### config.mk
export PLATFORM = sky130hd
export DESIGN_NAME = ept_uc_out_arbiter
export DESIGN_NICKNAME = d
export VERILOG_FILES = /design/src/rtl/ept_uc_out_arbiter.sv
export SDC_FILE = /design/constraint.sdc
export NUM_CORES = 1
export LEC_CHECK = 0
export ABC_AREA = 1
export CORE_MARGIN = 1
export CORE_UTILIZATION = 45
export CTS_CLUSTER_SIZE = 40
export DETAILED_ROUTE_END_ITERATION = 7
export PLACE_DENSITY_LB_ADDON = 0.08
export SLEW_MARGIN = 10
export SYNTH_ARGS = -nofsm -noshare
export SYNTH_HDL_FRONTEND = slang
export SYNTH_SLANG_ARGS = --single-unit
### constraint.sdc
create_clock -name CLK_66 -period 2.2 [get_ports CLK_66]
set_input_delay 0.44 -clock CLK_66 [delete_from_list [all_inputs] [get_ports CLK_66]]
set_output_delay 0.44 -clock CLK_66 [all_outputs]
set_load 0.01 [all_outputs]
### src/rtl/ept_uc_out_arbiter.sv
// ept_uc_out_arbiter: round-robin owner of the shared 22-bit uc_out channel with ack/timeout and idle gap
module ept_uc_out_arbiter #(
    parameter int N              = 1,
    parameter int TIMEOUT_CYCLES = 256,
    parameter int GAP_CYCLES     = 2
) (
    input  logic            CLK_66,
    input  logic            RST,
    input  logic [N-1:0]    req,
    input  logic [N*22-1:0] uc_out_m,
    output logic [N-1:0]    gnt,
    output logic [21:0]     uc_out,
    output logic            uc_out_valid,
    input  logic            uc_ack,
    output logic [N-1:0]    done,
    output logic            timeout_err
);
    localparam int TW = (TIMEOUT_CYCLES > 0) ? $clog2(TIMEOUT_CYCLES + 1) : 1;
    localparam int GW = $clog2(GAP_CYCLES + 1);
    localparam int PW = (N > 1) ? $clog2(N) : 1;

    typedef enum logic [1:0] {S_IDLE, S_BUSY, S_GAP} state_t;

    state_t          r_state, w_state;
    logic [N-1:0]    r_gnt, w_gnt, r_done, w_done;
    logic [21:0]     r_out, w_out;
    logic            r_valid, w_valid, r_terr, w_terr;
    logic [PW-1:0]   r_ptr, w_ptr, r_idx, w_idx, w_win, w_ptr_next;
    logic [TW-1:0]   r_timer, w_timer;
    logic [GW-1:0]   r_gap, w_gap;
    logic            w_found, w_tmo;
    logic [21:0]     w_words [N];

    function automatic logic [PW-1:0] rr_idx(input logic [PW-1:0] p, input int i);
        int j;
        j = int'(p) + i;
        if (j >= N) j -= N;
        return PW'(j);
    endfunction

    genvar g;
    generate
        for (g = 0; g < N; g++) begin : g_words
            assign w_words[g] = uc_out_m[g*22 +: 22];
        end
    endgenerate

    assign w_tmo      = (TIMEOUT_CYCLES != 0) && (r_timer == TW'(TIMEOUT_CYCLES - 1));
    assign w_ptr_next = (r_idx == PW'(N - 1)) ? '0 : r_idx + PW'(1);

    // search from the pointer upward, wrapping; the closest requester wins
    always_comb begin
        w_found = 1'b0;
        w_win   = '0;
        for (int i = N - 1; i >= 0; i--) begin
            if (req[rr_idx(r_ptr, i)]) begin
                w_found = 1'b1;
                w_win   = rr_idx(r_ptr, i);
            end
        end
    end

    // next state and registered outputs; ack takes priority over a coincident timeout
    always_comb begin
        w_state = r_state;
        w_gnt   = r_gnt;
        w_out   = r_out;
        w_valid = r_valid;
        w_done  = '0;
        w_terr  = r_terr;
        w_ptr   = r_ptr;
        w_idx   = r_idx;
        w_timer = r_timer;
        w_gap   = r_gap;
        case (r_state)
            S_IDLE: begin
                if (w_found) begin
                    w_state = S_BUSY;
                    w_gnt   = N'(1) << w_win;
                    w_out   = w_words[w_win];
                    w_valid = 1'b1;
                    w_timer = '0;
                    w_idx   = w_win;
                end
            end
            S_BUSY: begin
                w_timer = (r_timer == '1) ? r_timer : r_timer + TW'(1);
                if (uc_ack || w_tmo) begin
                    w_state = S_GAP;
                    w_gnt   = '0;
                    w_out   = '0;
                    w_valid = 1'b0;
                    w_done  = uc_ack ? r_gnt : '0;
                    w_terr  = r_terr | ~uc_ack;
                    w_ptr   = w_ptr_next;
                    w_gap   = '0;
                end
            end
            S_GAP: begin
                if (r_gap == GW'(GAP_CYCLES - 1)) w_state = S_IDLE;
                else w_gap = r_gap + GW'(1);
            end
            default: w_state = S_IDLE;
        endcase
    end

    // state register; reset drops any in-flight transfer without a done pulse
    always_ff @(posedge CLK_66) begin
        if (RST) begin
            r_state <= S_IDLE;
            r_gnt   <= '0;
            r_out   <= '0;
            r_valid <= 1'b0;
            r_done  <= '0;
            r_terr  <= 1'b0;
            r_ptr   <= '0;
            r_idx   <= '0;
            r_timer <= '0;
            r_gap   <= '0;
        end else begin
            r_state <= w_state;
            r_gnt   <= w_gnt;
            r_out   <= w_out;
            r_valid <= w_valid;
            r_done  <= w_done;
            r_terr  <= w_terr;
            r_ptr   <= w_ptr;
            r_idx   <= w_idx;
            r_timer <= w_timer;
            r_gap   <= w_gap;
        end
    end

    assign gnt          = r_gnt;
    assign uc_out       = r_out;
    assign uc_out_valid = r_valid;
    assign done         = r_done;
    assign timeout_err  = r_terr;
endmodule

==> results.cfg <==
[critical_path]
slowest_stage = dfxtp_1
arrival_ns = 2.14
r2r-end = r_gap[0]
end_kind = flop
crit_buf_inv = 0
ff2ff_setup_slack_ns = 0.32
cp-start-kind = flop
cpPeakStageDelay_ns = 0.39
critPathMaxFanout = 4
crit_end = r_gap[0]
crit_cells = 9
timing.rr.start = r_timer[0]
worst-setup-path-type = flop to flop
crit_start = r_timer[0]
cp_cell_sequence = ha_1 > nand3_1 > nor4_1 > ha_1 > nor2_1 > nor2_4 > nor2_1 > o21ai_0 > nor2_1
crit_top_cell = nor2_1
worstPathRequired_ns = 2.46
reg2reg_depth = 9
cpLargestDelayFamily = simple AND/OR/NAND/NOR gates

[drt]
post_drt_via_cell_ratio = 4.62
drt-pass1-iter-count = 4
antenna_left = 0
routed_wl_mm = 3.31
drt_iter0_drc = 80
drc = 0
vias = 1422
routedWlPerCell_um = 10.7

[global_routing]
grt_pass1_vias = 1259
grt_pass1_wl_mm = 5.41
track_usage = 0.200
grt-ovfl-total = 0
antenna_found_initial = 0
grt_max_degree = 30

[hold_path]
whs_path_depth = 2
hold_class = flop to flop

[floorplanning]
design.die.area_um2 = 3830
rows = 21
core-area_um2 = 3390
start_util = 0.476
die-height_um = 61.9
io_pins = 52
die_w_um = 61.9

[synthesis]
syn_avg_cell_area_um2 = 7.64
syn-cell-area_um2 = 1610
synth_area_leaders = dfxtp_1 (47%), nand2_1 (16%), a21oi_1 (9.9%), nor2_1 (4.2%), inv_1 (3.5%)
synth-seq-cells = 38
async_reset_ff_frac = 0
yosysTopAreaCellShare = 0.472
synth_edf_count = 0
ys_seq_area_frac = 0.472
syn_inst = 211
syn_nets = 241
synthFlopType = dfxtp_1
synth_top_area_cell = dfxtp_1
ys_types = 22
ys_warn_count = 0

[sta]
slew_violations = 0
holdWs_ns = 0.467
maxSlewHeadroom = 0.741
setup-violations-final = 0
fmax_ghz = 0.532
hold_viol_final = 0
min_period_over_period = 0.855
min_period_ns = 1.88
setup_tns_ns = 0
finalClockSkew_ns = 0.00292
worst_pin_slew_ns = 0.386
grt_setup_unrepaired = false

[placed_design]
dp_hpwl_mm = 2.28
gp_congestion = 0.734
port_buffers = 51

[cells_and_area]
nFillCells = 300
antenna_cells = 0
drive_above_1_share = 0.0687
fin_util = 0.644
area_delta_synth_final_pct = 35.3
nets = 291

[clock_tree]
cts_hold_buf = 0
clkTransAtPathRegs_ns = 0.11
clk_latency_ns = 0.35
ctsResizeCount = 0
post_cts_buffers = 0
cts.sinks = 38
root_buffer = clkbuf_4
cts_buffers = 5
cts_tree = yes
cts_max_level = 2
clk_path_buf_depth = 2

[run]
drv_cap = 0

[power_and_ir_drop]
p_per_area_nw_per_um2 = 643
ir_drop_mv = 0.359
leakagePower_nw = 0.823

[status]
status = finished, final reports clean
## layout make-up
class	instances	area [um^2]	share of cell area
flip-flops and latches	38	761	0.349
multi-input cells	146	716	0.328
repair buffers	52	518	0.237
inverters	18	70.1	0.0321
well taps	46	57.6	0.0264
clock buffers	7	55.1	0.0252
clock inverters	1	5.00	0.00229
## placed cells by master, fill, tap and decap left out, types with 2 or more instances in the layout
cell	synthesis	layout
ha_1	4	4
o21ai_0	5	5
inv_2	2	2
nand2_4	3	3
a21oi_1	32	32
nor2_1	18	18
nand2_1	68	68
clkbuf_4	0	5
nand3_1	9	9
nor2_4	2	2
inv_1	15	15
dfxtp_1	38	38
clkdlybuf4s50_1	0	51
## cell families after synthesis
kind of cell / Yosys count / share of synthesized area
adder cells (fa/ha/maj): 4 / 0.0310
flip-flops: 38 / 0.472
buffers and inverters: 27 / 0.0846
AO/OA/AOI/OAI: 38 / 0.119
AND/OR/NAND/NOR: 104 / 0.293
## stage by stage
stage                     power [mW]  setup WS [ns]  cells  cell area [um^2]
final                           1.40          0.320    308              2180
after global routing            1.48          0.156    308              2180
after CTS                       1.42          0.288    308              2180
after detailed placement        1.03          0.322    300              2120
after global placement          1.03          0.385    300              2120
after floorplan                0.921          0.466    211              1610
## flip-flops by register name, indices dropped and copies added, names as in the netlist
| register | count |
|---|---|
| r_gap | 2 |
| r_timer | 9 |
| done | 1 |
| uc_out | 22 |
| gnt | 1 |
| timeout_err | 1 |
| r_state | 2 |
## cells in the mapped netlist, types with 2 or more instances
cell,number
nand2_1,68
dfxtp_1,38
a21oi_1,32
nor2_1,18
inv_1,15
nand3_1,9
o21ai_0,5
ha_1,4
clkbuf_1,3
nand2_4,3
buf_2,2
buf_6,2
inv_2,2
nor2_4,2
## worst min-delay path by stage
stage / startpoint / end / slack [ns]
final: uc_out[4] / uc_out[4] / 0.47
after floorplan: r_gap[1] / r_gap[1] / 0.44
after global placement: uc_out[6] / uc_out[6] / 0.45
after global routing: uc_out[19] / uc_out[19] / 0.48
after detailed placement: uc_out[21] / uc_out[21] / 0.45
after CTS: uc_out[4] / uc_out[4] / 0.47
## layer usage
metal  GRT usage  wire length, um
met1       0.237             1600
met2       0.301             1380
met3      0.0807              245
met4       0.124               82
met5           0                0
## worst min-delay path, stage by stage, from the launching register on
cell	delay, ns
dfxtp_1	0.33
nand2_1	0.06
a21oi_1	0.05
## where the power goes
part / total, mW / internal [mW] / switching, mW
combinational: 0.267 / 0.133 / 0.134
clock: 0.386 / 0.155 / 0.231
sequential: 0.750 / 0.726 / 0.0241
(Power assumes the default switching activity.)
